File: config.mk
export PLATFORM = sky130hd
export DESIGN_NAME = multicycle_control_fsm
export DESIGN_NICKNAME = d
export VERILOG_FILES = /design/src/rtl/multicycle_control_fsm.sv
export SDC_FILE = /design/constraint.sdc
export NUM_CORES = 1
export LEC_CHECK = 0
export BUFFER_PORTS_ARGS = -buffer_cell sky130_fd_sc_hd__buf_2
export CELL_PAD_IN_SITES_DETAIL_PLACEMENT = 1
export CELL_PAD_IN_SITES_GLOBAL_PLACEMENT = 2
export CORE_ASPECT_RATIO = 0.7
export CORE_MARGIN = 1.5
export CORE_UTILIZATION = 31
export CTS_CLUSTER_DIAMETER = 200
export DETAILED_ROUTE_END_ITERATION = 10
export PLACE_DENSITY_LB_ADDON = 0.1
export REMOVE_ABC_BUFFERS = 1
export SLEW_MARGIN = 40
export SYNTH_ARGS = -nofsm -noshare
export SYNTH_HDL_FRONTEND = slang
export SYNTH_SLANG_ARGS = --single-unit
File: constraint.sdc
create_clock -name clk -period 2.95 [get_ports clk]
set_input_delay 0.59 -clock clk [delete_from_list [all_inputs] [get_ports clk]]
set_output_delay 0.59 -clock clk [all_outputs]
set_load 0.02 [all_outputs]
File: src/rtl/multicycle_control_fsm.sv
//==============================================================================
// Module      : multicycle_control_fsm
// Description : Main control FSM of the multicycle datapath. Sequences each
//               instruction, drives the ALU select and the datapath controls,
//               and flags illegal instructions and memory handshake timeouts.
// Revision    : 1.0 - initial release
//==============================================================================
`default_nettype none

module multicycle_control_fsm #(
    parameter int TIMEOUT = 15
) (
    input  logic       clk,
    input  logic       rst,
    input  logic [5:0] opcode,
    input  logic [5:0] funct,
    input  logic       mem_ready,
    output logic [2:0] alu_select,
    output logic       alu_src_a,
    output logic [1:0] alu_src_b,
    output logic       pc_write,
    output logic       pc_write_cond,
    output logic       pc_source,
    output logic       iord,
    output logic       mem_read,
    output logic       mem_write,
    output logic       ir_write,
    output logic       reg_dst,
    output logic       mem_to_reg,
    output logic       reg_write,
    output logic       illegal_op,
    output logic       bus_err,
    output logic [3:0] state
);

    typedef enum logic [3:0] {
        S_FETCH    = 4'd0,
        S_DECODE   = 4'd1,
        S_MEMADR   = 4'd2,
        S_MEMREAD  = 4'd3,
        S_MEMWB    = 4'd4,
        S_MEMWRITE = 4'd5,
        S_EXECUTE  = 4'd6,
        S_ALUWB    = 4'd7,
        S_BRANCH   = 4'd8,
        S_JUMP     = 4'd9,
        S_IMM_EXEC = 4'd10,
        S_IMM_WB   = 4'd11,
        S_ILLEGAL  = 4'd12
    } state_t;

    localparam logic [5:0] c_op_rtype = 6'b000000;
    localparam logic [5:0] c_op_lw    = 6'b100011;
    localparam logic [5:0] c_op_sw    = 6'b101011;
    localparam logic [5:0] c_op_beq   = 6'b000100;
    localparam logic [5:0] c_op_j     = 6'b000010;
    localparam logic [5:0] c_op_addi  = 6'b001000;
    localparam logic [5:0] c_op_andi  = 6'b001100;
    localparam logic [5:0] c_op_ori   = 6'b001101;
    localparam logic [5:0] c_fn_add   = 6'b100000;
    localparam logic [5:0] c_fn_sub   = 6'b100010;
    localparam logic [5:0] c_fn_and   = 6'b100100;
    localparam logic [5:0] c_fn_or    = 6'b100101;
    localparam logic [5:0] c_fn_xor   = 6'b100110;
    localparam logic [7:0] c_wlast    = 8'(TIMEOUT - 1);

    state_t     r_state;
    logic [5:0] r_op_q;
    logic [5:0] r_funct_q;
    logic [7:0] r_wcnt;
    state_t     w_dec_next;
    logic       w_mem_state;
    logic       w_timeout;

    assign w_mem_state = (r_state == S_FETCH) || (r_state == S_MEMREAD) ||
                         (r_state == S_MEMWRITE);
    assign w_timeout   = w_mem_state && !mem_ready && (r_wcnt == c_wlast);
    assign state       = r_state;

    always_comb begin
        w_dec_next = S_ILLEGAL;
        case (opcode)
            c_op_lw, c_op_sw: w_dec_next = S_MEMADR;
            c_op_rtype: begin
                if (funct == c_fn_add || funct == c_fn_sub || funct == c_fn_and ||
                    funct == c_fn_or  || funct == c_fn_xor)
                    w_dec_next = S_EXECUTE;
            end
            c_op_beq:                       w_dec_next = S_BRANCH;
            c_op_j:                         w_dec_next = S_JUMP;
            c_op_addi, c_op_andi, c_op_ori: w_dec_next = S_IMM_EXEC;
            default:                        w_dec_next = S_ILLEGAL;
        endcase
    end

    always_ff @(posedge clk) begin
        if (rst) begin
            r_state   <= S_FETCH;
            r_op_q    <= '0;
            r_funct_q <= '0;
            r_wcnt    <= '0;
        end else begin
            // Counter is zero whenever a memory state is entered, since every
            // other state (and every completion or timeout) clears it.
            if (w_mem_state && !mem_ready && !w_timeout)
                r_wcnt <= r_wcnt + 8'd1;
            else
                r_wcnt <= '0;

            case (r_state)
                S_FETCH:    if (mem_ready) r_state <= S_DECODE;
                S_DECODE: begin
                    r_op_q    <= opcode;
                    r_funct_q <= funct;
                    r_state   <= w_dec_next;
                end
                S_MEMADR:   r_state <= (r_op_q == c_op_sw) ? S_MEMWRITE : S_MEMREAD;
                S_MEMREAD: begin
                    if (mem_ready)      r_state <= S_MEMWB;
                    else if (w_timeout) r_state <= S_FETCH;
                end
                S_MEMWRITE: if (mem_ready || w_timeout) r_state <= S_FETCH;
                S_EXECUTE:  r_state <= S_ALUWB;
                S_IMM_EXEC: r_state <= S_IMM_WB;
                default:    r_state <= S_FETCH;
            endcase
        end
    end

    always_comb begin
        alu_select    = 3'b000;
        alu_src_a     = 1'b0;
        alu_src_b     = 2'b00;
        pc_write      = 1'b0;
        pc_write_cond = 1'b0;
        pc_source     = 1'b0;
        iord          = 1'b0;
        mem_read      = 1'b0;
        mem_write     = 1'b0;
        ir_write      = 1'b0;
        reg_dst       = 1'b0;
        mem_to_reg    = 1'b0;
        reg_write     = 1'b0;
        illegal_op    = 1'b0;
        bus_err       = w_timeout;
        case (r_state)
            S_FETCH: begin
                mem_read   = 1'b1;
                alu_src_b  = 2'b01;
                alu_select = 3'b010;
                ir_write   = mem_ready;
                pc_write   = mem_ready;
            end
            S_DECODE: begin
                alu_src_b  = 2'b11;
                alu_select = 3'b010;
            end
            S_MEMADR: begin
                alu_src_a  = 1'b1;
                alu_src_b  = 2'b10;
                alu_select = 3'b010;
            end
            S_MEMREAD: begin
                mem_read = 1'b1;
                iord     = 1'b1;
            end
            S_MEMWB: begin
                mem_to_reg = 1'b1;
                reg_write  = 1'b1;
            end
            S_MEMWRITE: begin
                mem_write = 1'b1;
                iord      = 1'b1;
            end
            S_EXECUTE: begin
                alu_src_a = 1'b1;
                case (r_funct_q)
                    c_fn_sub: alu_select = 3'b011;
                    c_fn_and: alu_select = 3'b000;
                    c_fn_or:  alu_select = 3'b001;
                    c_fn_xor: alu_select = 3'b100;
                    default:  alu_select = 3'b010;
                endcase
            end
            S_ALUWB: begin
                reg_dst   = 1'b1;
                reg_write = 1'b1;
            end
            S_BRANCH: begin
                alu_src_a     = 1'b1;
                alu_select    = 3'b101;
                pc_write_cond = 1'b1;
            end
            S_JUMP: begin
                alu_select = 3'b110;
                pc_write   = 1'b1;
            end
            S_IMM_EXEC: begin
                alu_src_a = 1'b1;
                alu_src_b = 2'b10;
                case (r_op_q)
                    c_op_andi: alu_select = 3'b000;
                    c_op_ori:  alu_select = 3'b001;
                    default:   alu_select = 3'b010;
                endcase
            end
            S_IMM_WB:   reg_write  = 1'b1;
            S_ILLEGAL:  illegal_op = 1'b1;
            default: ;
        endcase
        // Reset silences every strobe so an abandoned instruction writes nothing.
        if (rst) begin
            pc_write      = 1'b0;
            pc_write_cond = 1'b0;
            ir_write      = 1'b0;
            mem_read      = 1'b0;
            mem_write     = 1'b0;
            reg_write     = 1'b0;
            illegal_op    = 1'b0;
            bus_err       = 1'b0;
        end
    end

endmodule

`default_nettype wire

==> metrics.md <==
| Metric | Value |
|---|---|
| Outcome | finished, final reports clean |
| Number of synthesized flops with an enable pin | 0 |
| Critical path fanouts, max | 18 |
| Area of the multi-input gates | 951 um^2 |
| Cells along the critical path | or4b_4 > o22ai_4 > nand2b_1 > nor2_1 > buf_2 |
| Die Area | 5310 um^2 |
| Netlist Area Pre-Place | 1510 um^2 |
| Leakage power | 0.710 nW |
| FF/Latch Area | 480 um^2 |
| Largest cells by area after synthesis | dfxtp_1, nand2_1, a21oi_1 |
| Yosys top cell area share | 31.8% |
| Syn_area_per_cell | 7.48 um^2 |
| Iteration-0 DRC Markers | 31 |
| Setup-failing EPs final | 0 |
| Routing usage on met1 | 24.3% |
| Die X | 86.5 um |
| Number of synthesized register bits | 24 |
| Clock tree root driver cell | clkbuf_8 |
| Endpoint class of the critical path | output pin |
| CTS Buf Count | 3 |
| Busiest grt layer | met2 |
| Worst Clk Skew | 0.00625 ns |
| Final GP Congestion | 0.754 |
| Synth Area in XOR/XNOR | 4.06% |
| Pwr Density | 716 nW/um^2 |
| Hold Crit Start | r_funct_q[5]$_SDFFE_PP0P_ |
| Worst r2r src | state[0]$_SDFFE_PP0P_ |
| CP Class | reg -> out |
| Post-CTS Setup Bufs | 0 |
| Final ANT Viol Nets | 0 |
| Max H-tree Level | 1 |
| CP arrival | 2.11 ns |
| Simple-Gate Fraction of Synth Area | 36.4% |
| Post-cts sizing count | 0 |
| Clk buf depth | 2 |
| I/O Pins | 37 |
| Count of different cell masters after synthesis | 49 |
| FMAX | 371 MHz |
| Critical path's slowest cell | dfxtp_1 |
| Met3 Use GR | 2.95% |
| Drt total wl | 4.34 mm |
| Fillers | 601 |
| Remaining DRCs | 0 |
| Clk sink count | 24 |
| First-pass DRT Iterations | 4 |
| Finished Layout Cells | 289 |
| Place WS | 0.540 ns |
| Core Box Area | 4730 um^2 |
| Initial Util | 32.0% |
| GR Util All Layers | 16.8% |
| Final worst slack | 0.253 ns |
| Dpl hpwl | 3.40 mm |
| Avg WL per Cell | 15.0 um |
| CTS tree | built |
| CP bufs+invs | 1 |
| Slowest stage delay, CP | 0.69 ns |
| Largest family of logic cells by synthesized area | simple AND/OR/NAND/NOR gates |
| Row count | 21 |
| Slew HR | 60.0% |
| Via count | 1,515 |
| Adder-cell share of the synthesized area | 2.32% |
| Hold Violations, Final | 0 |
| Setup TNS | 0 ns |
| CP required | 2.36 ns |
| Maximum vdd drop | 201 uV |
| R2R Setup Slk | 0.88 ns |
| Nets@finish | 250 |
| Global-route wire length before repair | 6.80 mm |
| Hold_buf cts | 0 |
| Most common flop cell mapped by yosys | dfxtp_1 |
| Unrepaired setup endpoints after global routing | no |
| Synth Instances | 202 |
| Worst min path class | reg -> reg |
| Port Buffers | 35 |
| Placed Cells | 285 |
| Initial antenna violation count | 0 |
| Share of cells above drive strength 1 | 21.1% |
| Antenna cells | 0 |
| Final Critical Period | 2.70 ns |
| Die height | 61.4 um |
| Via/cell ratio | 5.24 |
| Clk slew on worst S/H paths | 0.09 ns |
| Final max-slew violation count | 0 |
| Worst Tran Pin Value | 0.600 ns |
| Post-synthesis mux area share | 0% |
| Top delay family on crit path | simple AND/OR/NAND/NOR gates |
| Met2 Track Usage GR | 25.9% |
| Largest net degree at the start of global routing | 21 |
| Seq/Total Area, Yosys | 31.8% |
| Clock Latency Late Sink | 0.28 ns |
| Largest area contributor in the synthesized netlist | dfxtp_1 |
| GRT overflow | 0 |
| Reg2Reg Depth | 4 |
| Yosys warns | 0 |
| Vias in the first global route | 1,401 |
| Worst R2R End | state[2]$_SDFFE_PP0P_ |
| Async SR Flop Fraction | 0% |
| Worst Hold Depth | 2 |
| Hold endpoint | r_funct_q[5]$_SDFFE_PP0P_ |
| Final Cycle Share | 91.4% |
| Max-Cap Viols | 0 |
| Startpoint Class | flip-flop |
| Compound-Gate Fraction of Synth Area | 19.9% |
| P&R area growth vs syn | 19.0% |
worst max-delay path by stage:
stage | startpoint | end | slack (ns) | depth (start not counted)
final | state[0]$_SDFFE_PP0P_ | bus_err | 0.25 | 5
after global routing | state[0]$_SDFFE_PP0P_ | bus_err | 0.10 | 5
after CTS | state[0]$_SDFFE_PP0P_ | bus_err | 0.24 | 5
after detailed placement | mem_ready | bus_err | 0.54 | 6
after global placement | mem_ready | bus_err | 0.56 | 6
after floorplan | state[0]$_SDFFE_PP0P_ | bus_err | 0.55 | 4
registers in the layout, summed over array words and instances (netlist names):
name	flops
r_wcnt	8
state	4
r_funct_q	6
r_op_q	6
cell usage in the layout, fill, tap and decap left out, types with 3 or more instances in the layout:
master | Yosys | routed
nor4_1 | 3 | 3
nor3_1 | 7 | 7
or3_1 | 4 | 4
xor2_1 | 6 | 6
dfxtp_1 | 24 | 24
clkbuf_8 | 0 | 3
buf_2 | 1 | 35
buf_4 | 1 | 4
a21oi_1 | 19 | 19
o21ai_0 | 6 | 6
nor2b_1 | 7 | 7
nand3_1 | 6 | 6
nand2_1 | 32 | 32
nor2_1 | 22 | 22
nand4_1 | 3 | 3
nand3b_1 | 3 | 3
inv_1 | 5 | 5
nand2b_1 | 4 | 4
cell families (layout without fill, tap and decap cells):
| kind of cell | after synthesis | count (layout) |
|---|---|---|
| AOI/OAI and AO/OA | 44 | 44 |
| DFF | 24 | 24 |
| xor gates and xnor gates | 7 | 7 |
| buffers and inverters | 18 | 48 |
| other | 1 | 1 |
| and+or+nand+nor | 105 | 105 |
| adders and majority gates | 3 | 3 |
layout make-up:
cell class	instances	area share [%]
clock buffers	3	2.30
clock inverters	1	1.67
inverters	5	1.04
multi-input cells	160	52.9
flip-flops and latches	24	26.7
well taps	57	3.97
repair buffers	39	11.4
power by group:
group | total, mW | internal (mW) | switching, mW
registers | 0.459 | 0.375 | 0.0835
logic | 0.533 | 0.200 | 0.333
clock network | 0.296 | 0.182 | 0.115
metrics by stage:
step / utilization, % / hold WS (ns) / power, mW / cell area (um^2)
floorplan: - / 0.425 / 0.811 / 1450
global placement: 36.5 / 0.441 / 0.990 / 1730
detailed placement: 36.5 / 0.456 / 1.00 / 1730
CTS: 38.0 / 0.469 / 1.30 / 1800
global route: 38.0 / 0.480 / 1.37 / 1800
finish: 38.0 / 0.463 / 1.29 / 1800
synthesized netlist by cell type (2+ instances only):
library cell and instances:
nor4_1 3, nand2_1 32, xor2_1 6, nor3b_1 2, or3_1 4, nand3_1 6, o21ai_0 6, nor3_1 7
nor4bb_1 2, and2_1 2, o22a_1 2, inv_1 5, nand4_1 3, nand3b_1 3, nand2b_1 4, a32oi_1 2
ha_1 2, dfxtp_1 24, or2b_1 2, nor2b_1 7, a21oi_1 19, nor2_1 22, clkbuf_1 10, a31oi_1 2
layer usage:
| layer | vias up | part of all wire [%] |
|---|---|---|
| met5 | - | 0 |
| met4 | 0 | 1.1 |
| met3 | 5 | 3.8 |
| met2 | 32 | 42 |
| met1 | 712 | 53 |
| li1 | 766 | - |
tightest hold or removal path, delay by kind of cell (launching register included):
family | cells | cell delay, ns
compound gates | 1 | 0.05
simple gates | 1 | 0.05
flops | 1 | 0.32
Note: power is estimated with default switching activity, not from simulation.
